==> config.mk <==
export PLATFORM = sky130hd
export DESIGN_NAME = gb_serial_link
export DESIGN_NICKNAME = d
export VERILOG_FILES = /design/src/rtl/gb_serial_pkg.sv /design/src/rtl/gb_serial_link_sync_edge_detect.sv /design/src/rtl/gb_serial_link.sv
export SDC_FILE = /design/constraint.sdc
export NUM_CORES = 1
export LEC_CHECK = 0
export ABC_AREA = 0
export BUFFER_PORTS_ARGS = -buffer_cell sky130_fd_sc_hd__clkbuf_2
export CAP_MARGIN = 20
export CORE_AREA = 2 2 62 64
export DETAILED_ROUTE_END_ITERATION = 10
export DIE_AREA = 0 0 64 66
export MAX_ROUTING_LAYER = met4
export PLACE_DENSITY = 0.76
export SLEW_MARGIN = 25
export SYNTH_ARGS = -nofsm -noshare
export SYNTH_HDL_FRONTEND = slang
export SYNTH_SLANG_ARGS = --single-unit
export TNS_END_PERCENT = 20
==> constraint.sdc <==
create_clock -name clock -period 5.4 [get_ports clock]
set_clock_uncertainty 0.1 [all_clocks]
set_input_delay 0.27 -clock clock [delete_from_list [all_inputs] [get_ports clock]]
set_output_delay 0.27 -clock clock [all_outputs]
set_load 0.01 [all_outputs]
==> src/rtl/gb_serial_pkg.sv <==
// gb_serial_pkg: shared types and constants for the Game Boy link-port controller
package gb_serial_pkg;
  typedef enum logic [1:0] {IDLE, INT_LOW, INT_HIGH, EXT_WAIT} state_t;
  localparam logic REG_SB = 1'b0;
  localparam logic REG_SC = 1'b1;
  localparam logic [5:0] SC_UNUSED = 6'b111111;
  localparam logic [3:0] BITS_PER_XFER = 4'd8;
endpackage

==> src/rtl/gb_serial_link_sync_edge_detect.sv <==
// sync_edge_detect: metastability chain for an async pin plus edge detection on the synchronized value
module sync_edge_detect #(
  parameter int STAGES = 2
) (
  input  logic clock,
  input  logic reset,
  input  logic d,
  output logic sync,
  output logic rise,
  output logic fall
);
  logic [STAGES-1:0] chain;
  logic prev;
  // shift the pin through the chain and remember last cycle's synchronized level
  always_ff @(posedge clock or negedge reset)
    if (!reset) begin
      chain <= '1;
      prev  <= 1'b1;
    end else begin
      chain <= STAGES'({chain, d});
      prev  <= chain[STAGES-1];
    end
  assign sync = chain[STAGES-1];
  assign rise = sync & ~prev;
  assign fall = ~sync & prev;
endmodule

==> src/rtl/gb_serial_link.sv <==
// gb_serial_link: SB/SC registers and link-cable shift engine, master on internal clock or slave on external clock
module gb_serial_link
  import gb_serial_pkg::*;
#(
  parameter int CLK_DIV     = 512,
  parameter int SYNC_STAGES = 2
) (
  input  logic       clock,
  input  logic       reset,
  input  logic       reg_sel,
  input  logic       wr_en,
  output logic [7:0] rd_data,
  input  logic [7:0] wr_data,
  input  logic       sclk_in,
  output logic       sclk_out,
  output logic       sclk_oe,
  input  logic       sin,
  output logic       sout,
  output logic       irq_serial
);
  localparam int DW = $clog2(CLK_DIV);
  localparam logic [DW-1:0] HALF = DW'(CLK_DIV / 2);
  localparam logic [DW-1:0] LAST = DW'(CLK_DIV - 1);
  state_t state;
  logic [7:0] sb;
  logic start, clk_sel;
  logic [3:0] bit_cnt;
  logic [DW-1:0] div_cnt, div_next;
  logic [SYNC_STAGES-1:0] sin_chain;
  logic sin_s, sclk_s, sclk_rise, sclk_fall;
  logic done, idle_wr;
  logic [7:0] sb_shift;

  sync_edge_detect #(.STAGES(SYNC_STAGES)) u_sclk_sync (
    .clock (clock),
    .reset (reset),
    .d     (sclk_in),
    .sync  (sclk_s),
    .rise  (sclk_rise),
    .fall  (sclk_fall)
  );

  // data pin only needs a plain synchronizer, its edges carry no meaning
  always_ff @(posedge clock or negedge reset)
    if (!reset) sin_chain <= '1;
    else sin_chain <= SYNC_STAGES'({sin_chain, sin});
  assign sin_s = sin_chain[SYNC_STAGES-1];

  assign rd_data  = (reg_sel == REG_SC) ? {start, SC_UNUSED, clk_sel} : sb;
  assign sclk_oe  = clk_sel;
  assign sb_shift = {sb[6:0], sin_s};
  assign div_next = (div_cnt == LAST) ? '0 : div_cnt + 1'b1;
  assign done     = bit_cnt == BITS_PER_XFER &&
                    ((state == INT_LOW && div_cnt == '0) || state == EXT_WAIT);
  assign idle_wr  = state == IDLE || done;

  // transfer engine and register writes; completion beats a same-cycle SC write, which then acts as an idle write
  always_ff @(posedge clock or negedge reset)
    if (!reset) begin
      state      <= IDLE;
      sb         <= 8'h00;
      start      <= 1'b0;
      clk_sel    <= 1'b0;
      bit_cnt    <= 4'd0;
      div_cnt    <= '0;
      sclk_out   <= 1'b1;
      sout       <= 1'b1;
      irq_serial <= 1'b0;
    end else begin
      irq_serial <= 1'b0;
      case (state)
        INT_LOW: begin
          div_cnt <= div_next;
          if (div_cnt == '0 && !done) begin
            sclk_out <= 1'b0;
            sout     <= sb[7];
          end
          if (div_cnt == HALF) begin
            sclk_out <= 1'b1;
            sb       <= sb_shift;
            bit_cnt  <= bit_cnt + 1'b1;
            state    <= INT_HIGH;
          end
        end
        INT_HIGH: begin
          div_cnt <= div_next;
          if (div_cnt == LAST) state <= INT_LOW;
        end
        EXT_WAIT:
          if (!done && (sclk_rise || sclk_fall)) begin
            if (sclk_s) begin
              sb      <= sb_shift;
              bit_cnt <= bit_cnt + 1'b1;
            end else sout <= sb[7];
          end
        default: ;
      endcase
      if (done) begin
        start      <= 1'b0;
        irq_serial <= 1'b1;
        state      <= IDLE;
        div_cnt    <= '0;
      end
      if (wr_en && reg_sel == REG_SB && state == IDLE) sb <= wr_data;
      if (wr_en && reg_sel == REG_SC) begin
        if (idle_wr) begin
          clk_sel <= wr_data[0];
          if (wr_data[7]) begin
            start   <= 1'b1;
            bit_cnt <= 4'd0;
            div_cnt <= '0;
            sout    <= sb[7];
            state   <= wr_data[0] ? INT_LOW : EXT_WAIT;
          end
        end else if (!wr_data[7]) begin
          state    <= IDLE;
          start    <= 1'b0;
          sclk_out <= 1'b1;
          div_cnt  <= '0;
        end
      end
    end
endmodule

[Word level (Yosys, flattened, before mapping)]
Index checks and enable logic that the tools add are counted.
Storage, ports and cells
  register bits: 33
  bits of input ports: 14
  output and inout port bits: 12
  logic and storage cells: 93
Operators by class
  add/sub/neg operators: 2
  equal/unequal tests: 9
  muxes and demuxes: 48
  bitwise logic cells: 5
  reductions and logical operators: 17
Operators with widths (count)
  $mux W9: 7
  $mux W8: 5
  $mux W4: 6
  $eq A9 B9 Y1 const B: 2
  $mux W1: 18
  $mux W2: 8
  $pmux W8 S2: 1
  $add A9 B1 Y9 const B: 1
  $logic_not A9 Y1: 1
  $ne A3 B1 Y1 const B: 3
  $pmux W4 S2: 1
  $logic_and A1 B1 Y1: 7
  $add A4 B1 Y4 const B: 1
  $eq A2 B2 Y1 const B: 2
  $eq A4 B4 Y1 const B: 1
  $pmux W2 S2: 1
  $reduce_and A4 Y1: 1
  $logic_or A1 B1 Y1: 3
  $not A1 Y1: 3
  $reduce_bool A3 Y1: 1
  $and A1 B1 Y1: 2
  $eq A2 B1 Y1 const B: 1
  $logic_not A2 Y1: 1
  $pmux W1 S2: 1
  3 further kinds: 3

[Depth between registers and ports, before layout]
Gate-level depths: netlist of run 1.
  depth in word-level cells: 12
  depth in mapped cells: 9
  depth with buffers taken out: 9

[Hierarchy]
Synthesis of run 1 repeated with hierarchy kept, for this count alone.
Unflattened totals
  cell total of the unflattened synthesis: 192
  area total of the unflattened synthesis: 1889.3 µm²
Modules (own cells, without submodules)
  gb_serial_link: instances 1, cells an instance 187, area an instance 1795.5 µm², sequential area each 755.7 µm²
  sync_edge_detect: instances 1, cells an instance 5, area an instance 93.8 µm², sequential area each 78.8 µm²

[Worst setup path after synthesis of run 1]
Ideal clock, no wire load.
  kind: flip-flop to flip-flop
  start point: reg state[0]
  end point: reg state[0]
  arrival time: 1923 ps
  required time: 5222 ps
  setup slack: 3299 ps
  stages on the path, launching flop included: 8
  clock period less this slack: 2101 ps
  path through: dfrtp_1 > inv_1 > ha_1 > clkbuf_1 > a21oi_1 > or3_1 > mux2_2 > o2bb2ai_1
On the way
  cells in the longest elaborated chain, start to end: 8
  elaborated cells between the ends (all ways): 16
  those cells by class: eq/ne: 3; mux: 8; reduce/logical: 5
Ends and longest elaborated chain
  from (decl): line gb_serial_link.sv:24  | state_t state;
  from (signal assigned): line gb_serial_link.sv:113  | state <= wr_data[0] ? INT_LOW : EXT_WAIT;
  $eq A2 B1 Y1: line gb_serial_link.sv:54, gb_serial_link.sv:71
  $logic_and A1 B1 Y1: line gb_serial_link.sv:54  | ((state == INT_LOW && div_cnt == '0) || state == EXT_WAIT);
  $logic_or A1 B1 Y1: line gb_serial_link.sv:54
  $logic_and A1 B1 Y1: line gb_serial_link.sv:53  | assign done = bit_cnt == BITS_PER_XFER &&
  $mux W2: line gb_serial_link.sv:98  | if (done) begin
  $mux W2, on equally long branches: line gb_serial_link.sv:115, gb_serial_link.sv:108
  $mux W2: line gb_serial_link.sv:106  | if (idle_wr) begin
  $mux W2 *: line gb_serial_link.sv:105  | if (wr_en && reg_sel == REG_SC) begin
Every way passes the cells marked *; elsewhere a longest branch is shown, timed or not.
A chain may end at the register's enable or synchronous reset.

[Final worst setup path of run 1]
  start point: reg div_cnt[0]
  end point: reg sb[4]
On the way
  cells in the longest elaborated chain, start to end: 8
  elaborated cells between the ends (all ways): 10
  those cells by class: eq/ne: 3; reduce/logical: 7
Ends and longest elaborated chain
  from (decl): line gb_serial_link.sv:28  | logic [DW-1:0] div_cnt, div_next;
  from (signal assigned): line gb_serial_link.sv:73  | div_cnt <= div_next;
  from (signal assigned): line gb_serial_link.sv:86  | div_cnt <= div_next;
  $logic_not A9 Y1: line gb_serial_link.sv:54
  $logic_and A1 B1 Y1: line gb_serial_link.sv:54
  $logic_or A1 B1 Y1: line gb_serial_link.sv:54
  $logic_and A1 B1 Y1: line gb_serial_link.sv:53
  $logic_not A1 Y1: line gb_serial_link.sv:90  | if (!done && (sclk_rise || sclk_fall)) begin
  $logic_and A1 B1 Y1: line gb_serial_link.sv:90
  $ne A3 B1 Y1 (no source line)
  $reduce_and A4 Y1 (no source line) *
  to (signal assigned): line gb_serial_link.sv:80  | sb <= sb_shift;
  to (signal assigned): line gb_serial_link.sv:92  | sb <= sb_shift;
  to (signal assigned): line gb_serial_link.sv:104  | if (wr_en && reg_sel == REG_SB && state == IDLE) sb <= wr_data;
  to (decl): line gb_serial_link.sv:25  | logic [7:0] sb;
Marks and branches as above.

==> results of run 1 <==
==> area by class of cell <==
cell class	instances	area, um2	area share [%]
multi-input cells	141	1020	47.2
clock buffers	5	37.5	1.74
inverters	10	37.5	1.74
clock inverters	3	17.5	0.810
well taps	48	60.1	2.78
repair buffers	28	155	7.18
flip-flops and latches	33	835	38.6
==> flip-flops by register name, summed over array words and instances (netlist names) <==
register	cells
div_cnt	9
sb	8
bit_cnt	4
sin_chain	2
state	2
u_sclk_sync.chain	2
irq_serial	1
sclk_oe	1
sclk_out	1
sout	1
start	1
u_sclk_sync.prev	1
==> cells by family (layout without fill, tap and decap cells) <==
logic type | count (synthesis) | in the layout
flip-flops | 33 | 33
buffers and inverters | 15 | 46
XOR/XNOR | 8 | 8
AND/OR/NAND/NOR | 68 | 68
adder cells (fa/ha/maj) | 10 | 10
multiplexers | 6 | 6
AO/OA/AOI/OAI | 49 | 49
==> where the power goes <==
| part | total, mW | switching, mW | internal [mW] |
|---|---|---|---|
| clock | 0.139 | 0.0899 | 0.0490 |
| combinational | 0.511 | 0.269 | 0.241 |
| sequential | 0.400 | 0.0742 | 0.326 |
| total | 1.05 | 0.433 | 0.616 |
==> Yosys cell counts (5+ instances only) <==
master,count
o22ai_1,9
ha_1,10
nor2_1,15
nand2_1,13
a2bb2oi_1,9
inv_1,10
or2_2,7
nand4_1,5
nand3_1,6
a21oi_1,7
o21ai_0,5
dfrtp_1,26
dfstp_2,7
==> worst paths after layout <==
check	end	slack, ns	depth (start not counted)
hold reg to reg	u_sclk_sync.chain[1]	0.26	0
max in group asynchronous	bit_cnt[0]	4.24	2
setup / recovery	sb[4]	3.05	7
setup reg to reg	sb[4]	3.05	7
hold / removal	sclk_oe	0.11	2
min in group asynchronous	div_cnt[5]	0.44	2
==> worst max-delay path, delay by kind of cell, from the launching register on <==
family                   cells  cell delay [ns]
AND/OR/NAND/NOR              2             0.84
AO/OA/AOI/OAI                3             0.61
flip-flops                   1             0.44
adder cells (fa/ha/maj)      1             0.15
buffers and inverters        1             0.07
==> layer usage <==
layer | GRT usage, % | up-vias | wire [um] | part of all wire, %
met5 | - | - | 0 | 0
met4 | 6.79 | 0 | 42 | 1.1
met3 | 5.45 | 5 | 172 | 4.4
met2 | 35.0 | 37 | 1880 | 48
met1 | 25.9 | 756 | 1820 | 47
li1 | - | 754 | - | -
==> stage by stage <==
stage               setup slack [ns]  hold slack (ns)  util (%)
CTS                             3.07           0.0975      60.9
global route                    2.90            0.101      60.9
floorplan                       3.30           -0.126         -
global placement                3.14            0.247      58.5
detailed placement              3.10            0.249      58.5
finish                          3.05            0.107      60.9
==> what timing repair did <==
action | CTS | global route
endpoints found under the hold margin | 28 | 0
gates resized for setup | 0 | 0
hold buffers | 3 | 0
==> metrics.md, run 1 <==
| Metric | Value |
|---|---|
| Status | `finished, final reports clean` |
| H-tree depth | `2` |
| Hold WC Path Type | `in -> reg` |
| Via Count | `1,552` |
| Rel. slew slack | `a little under half` |
| RR Startpoint | `div_cnt[0]` |
| Initial DRC count | `73` |
| Unique masters post-synth | `48` |
| Mapped cell area | `0.00191 mm2` |
| Slowest-stage cell, CP | `or4b_4` |
| Yosys top cell by area | `dfrtp_1` |
| GR Overflow Total | `0` |
| Post-Synth XOR/XNOR Area | `3.67%` |
| Syn Inst Count | `around 190` |
| Antenna cells | `0` |
| Vias/cell | `5.79` |
| Leading cell type in the layout, fill and taps excluded | `dfrtp_1` |
| Largest stage delay, worst path | `0.50 ns` |
| CP Launch Point | `div_cnt[0]` |
| Drt first pass iters | `4` |
| Synth Area in Adders | `6.55%` |
| Bufs on Longest Clock Path | `2` |
| Flops & latches, synth | `33` |
| Crit path capture type | `flip-flop` |
| Post-CTS Setup Repair Bufs | `0` |
| CTS Sinks | `33` |
| IO Port Bufs | `25` |
| Initial antenna violation count | `0` |
| Skew-Pair Late Insertion Delay | `0.34 ns` |
| First-pass GRT wire length | `6.78 mm` |
| Final min period | `2.35 ns` |
| Worst setup path class | `reg -> reg` |
| FFs w/ async S/R, synth | `100%` |
| Remaining DRCs | `0` |
| Worst Hold Launch | `wr_data[0]` |
| Setup TNS | `0 ns` |
| Synth Area in Simple Gates | `19.6%` |
| CP Cell Sequence | `inv_1 -> ha_1 -> or4b_4 -> o31ai_4 -> nand4_1 -> o22ai_1 -> a2bb2oi_1` |
| Max Fclk | `426 MHz` |
| GP Congestion | `0.794` |
| Worst-Margin Slew | `0.822 ns` |
| Post-detailed-route count of antenna-violating nets | `0` |
| Worst VDD drop | `0.210 mV` |
| Final WL | `3.91 mm` |
| Site row count | `22` |
| Largest family of logic cells by synthesized area | `compound AO/OA/AOI/OAI gates` |
| P&R area growth vs syn | `13.2%` |
| Post-synthesis net count | `213` |
| Ys Warns | `0` |
| Register area share after synthesis | `between 40% and 50%` |
| Root Driver | `clkbuf_4` |
| Clk pin slew, worst setup/hold paths | `around 0.11 ns` |
| Fraction of layout cells with a size suffix above 1 | `26.4%` |
| Worst EP arrival | `2.47 ns` |
| Design area | `0.00216 mm2` |
| Detailed placement HPWL | `2.89 mm` |
| Cell area power density | `485 mW/mm2` |
| DP Cell Count | `257` |
| Avg Inst Size Synth | `between 10 and 15 um2` |
| Die Area | `0.00422 mm2` |
| CTS tree | `built` |
| Die X | `64 um` |
| Clock buffer count from CTS | `5` |
| Largest net degree at the start of global routing | `34` |
| Synth top area cells | `dfrtp_1, dfstp_2, ha_1` |
| DR WL/cell | `14.6 um` |
| Startpoint types | `flip-flop` |
| Initial Util | `53.8%` |
| Nets | `243` |
| Leakage power | `0.961 nW` |
| Die H | `66 um` |
| I/O Pins | `26` |
| Critical path peak fanout | `8` |
| Setup violators final | `0` |
| Placed cell areas | `0.00208 mm2` |
| Layout Cells excl Fill | `268` |
| Req. time, crit path | `5.52 ns` |
| Filler instances | `302` |
| Number of global-route vias before repair | `1,482` |
| Primary FF master, synth | `dfrtp_1` |
| Tcrit/Tclk final | `between 40% and 50%` |
| Number of synthesized flops with an enable pin | `0` |
| Multiplexer share of the synthesized area | `3.41%` |
| Max-cap viol count | `0` |
| GRT Total Usage | `21.3%` |
| Fin. Hold Viols | `0` |
| Tot Pwr | `1.05 mW` |
| Core Footprint | `0.00355 mm2` |
| Compound-cell area share of the yosys netlist | `approximately a fifth` |
| Most frequent cells in the layout | `dfrtp_1, clkbuf_2, nor2_1` |
| Top cell type's share of synthesized area | `about 34%` |
| RSZ-0062 raised after global routing | `false` |
| Max Slew Vio Count | `0` |
Note: power is estimated with default switching activity, not from simulation.
==> run 2, diff against run 1 <==
clock period = 2.32 ns   (was 5.4 ns; I/O delays follow)
==> run 2 against run 1 <==
Combinational power rose by 150%. Via count increased by 1.6%. Non-clock buffer count up 7. Largest cell class unchanged. Critical path depth is the same. Sequential share of layout area down 1.3 points. Design area rose by 3.5%. Highest routed layer unchanged.
==> metrics.md, run 2 (synthesized netlist as in run 1, its figures left out) <==
| Metric | Value |
|---|---|
| Status | `finished, final reports clean` |
| Fin. Hold Viols | `0 (unchanged)` |
| GRT Total Usage | `22.1% (+0.75 points)` |
| DP Cell Count | `262 (+1.9%)` |
| CP Buf/Inv Count | `1 (unchanged)` |
| Initial antenna violation count | `0 (unchanged)` |
| Post-detailed-route count of antenna-violating nets | `0 (unchanged)` |
| Clock buffer count from CTS | `5 (unchanged)` |
| Skew-Pair Late Insertion Delay | `0.34 ns (about the same)` |
| Die Area | `0.00422 mm2 (unchanged)` |
| RSZ-0062 raised after global routing | `true` |
| Die X | `64 um (unchanged)` |
| Largest stage delay, worst path | `0.51 ns (about the same)` |
| Final WL | `4.11 mm (+5.1%)` |
| Core Footprint | `0.00355 mm2 (unchanged)` |
| Clk pin slew, worst setup/hold paths | `0.10 ns (about the same)` |
| I/O Pins | `26 (unchanged)` |
| GRT busiest layer | `met2` |
| Worst EP arrival | `2.36 ns (-0.11 ns)` |
| Worst R2R End | `sb[2]` |
| Max-cap viol count | `0 (unchanged)` |
| Req. time, crit path | `2.47 ns (-3.05 ns)` |
| Antenna cells | `0 (unchanged)` |
| CTS Sinks | `33 (unchanged)` |
| Number of global-route vias before repair | `1,524 (+2.8%)` |
| Root Driver | `clkbuf_4` |
| Startpoint types | `flip-flop` |
| Min-Delay Path Depth | `3 (+1)` |
| Max reg flops | `9 (unchanged)` |
| CP Cell Sequence | `inv_1 -> ha_1 -> or4b_4 -> o31ai_4 -> nand3_2 -> a21boi_4 -> a2bb2oi_1` |
| Vias/cell | `5.73 (-0.98%)` |
| Initial DRC count | `71 (-2.7%)` |
| Initial Util | `53.8% (unchanged)` |
| Crit path max-delay family | `compound AO/OA/AOI/OAI gates` |
| Slowest-stage cell, CP | `or4b_4` |
| Tcrit/Tclk final | `95.4% (+52 points)` |
| Setup TNS | `0 ns (unchanged)` |
| Biggest register | `div_cnt` |
| Setup violators final | `0 (unchanged)` |
| Layout Cells excl Fill | `275 (+2.6%)` |
| Nets | `250 (+2.9%)` |
| Final min period | `2.21 ns (-0.135 ns)` |
| Bufs on Longest Clock Path | `2 (unchanged)` |
| Largest net degree at the start of global routing | `34 (unchanged)` |
| Routing usage on met1 | `24.9% (-1.0 points)` |
| Most frequent cells in the layout | `dfrtp_1, clkbuf_2, nor2_1` |
| Worst Hold Launch | `wr_data[6]` |
| Worst setup path class | `reg -> reg` |
| Die H | `66 um (unchanged)` |
| Detailed placement HPWL | `3.05 mm (+5.3%)` |
| Worst hold endpoint | `sb[6]` |
| Flop2flop setup slack | `0.11 ns (-2.95 ns)` |
| RR Startpoint | `div_cnt[0]` |
| Via Count | `1,577 (+1.6%)` |
| Worst-Margin Slew | `0.805 ns (-0.0167 ns)` |
| Worst VDD drop | `0.586 mV (+180%)` |
| GP Congestion | `0.840 (+5.9%)` |
| Fraction of layout cells with a size suffix above 1 | `28.6% (+2.3 points)` |
| Rel. slew slack | `46.3% (+1.1 points)` |
| R2R cell count | `7 (unchanged)` |
| Drt first pass iters | `4 (unchanged)` |
| Max Fclk | `452 MHz (+6.1%)` |
| Grt met3 use | `5.79% (+0.34 points)` |
| Design area | `0.00224 mm2 (+3.5%)` |
| Leading cell type in the layout, fill and taps excluded | `dfrtp_1` |
| Crit path capture type | `flip-flop` |
| Top flop regs | `div_cnt: 9 flops, sb: 8 flops, bit_cnt: 4 flops` |
| P&R area growth vs syn | `17.2%` |
| H-tree depth | `2 (unchanged)` |
| CTS tree | `built` |
| Met2 Usage GRT | `38.8% (+3.8 points)` |
| Pre-CTS setup slack | `0.0476 ns (-3.06 ns)` |
| DR WL/cell | `14.9 um (+2.5%)` |
| Post-CTS Setup Repair Bufs | `0 (unchanged)` |
| Placed cell areas | `0.00211 mm2 (+1.8%)` |
| First-pass GRT wire length | `6.94 mm (+2.3%)` |
| GR Overflow Total | `0 (unchanged)` |
| Cell area power density | `1130 mW/mm2 (+130%)` |
| Hold WC Path Type | `in -> reg` |
| Critical path peak fanout | `8 (unchanged)` |
| IO Port Bufs | `25 (unchanged)` |
| Remaining DRCs | `0 (unchanged)` |
| Tot Pwr | `2.53 mW (+140%)` |
| Max Slew Vio Count | `0 (unchanged)` |
| Site row count | `22 (unchanged)` |
| Leakage power | `1.00 nW (+4.1%)` |
| Slack of the critical path | `0.106 ns (-2.95 ns)` |
==> run 2: area by class of cell <==
cell class,count,area (um2)
inverter,10,37.5
clock buffer,8,58.8
multi-input combinational,141,1030
sequential,33,835
fill,301,1310
timing repair buffer,35,213
tap,48,60.1
==> run 2: metal layers <==
metal,vias up,part of all wire [%]
met5,-,0
met4,0,1.4
met3,7,4.8
met2,48,50
met1,752,44
li1,770,-
==> run 2: what timing repair did <==
item,4_1_cts,5_1_grt
resized for setup,0,4
hold endpoints to repair,29,1
setup endpoints to repair,0,16
hold buffers,4,1
==> run 2: how the worst max path moves through the flow <==
stage                       to  cells past startpoint        from  slack [ns]
finish                   sb[2]                      7  div_cnt[0]        0.11
global route             sb[2]                      7  div_cnt[0]       -0.06
CTS                 bit_cnt[3]                      7  div_cnt[0]        0.01
detailed placement  bit_cnt[3]                      7  div_cnt[0]        0.05
global placement      state[0]                      7  div_cnt[0]        0.15
floorplan             state[0]                      7    state[0]        0.22
==> run 2: stage by stage <==
step / hold WS (ns) / util, %
6_report: 0.00487 / 63.0
5_1_grt: 0.00724 / 63.0
4_1_cts: 0.00537 / 62.3
3_5_place_dp: 0.105 / 59.5
3_3_place_gp: 0.104 / 59.5
2_1_floorplan: -0.280 / -
==> run 2: report_power, final <==
part           leakage (nW)  internal [mW]  switching [mW]
Clock                0.0326          0.149           0.181
Combinational         0.571          0.606           0.656
Sequential            0.397          0.758           0.175
Total                  1.00           1.51            1.01
==> run 2: worst reg2reg max path, stage by stage, from the launching register on <==
cell and delay [ns]:
dfrtp_1 0.43, inv_1 0.08, ha_1 0.16, or4b_4 0.51, o31ai_4 0.25, nand3_2 0.12
a21boi_4 0.28, a2bb2oi_1 0.21
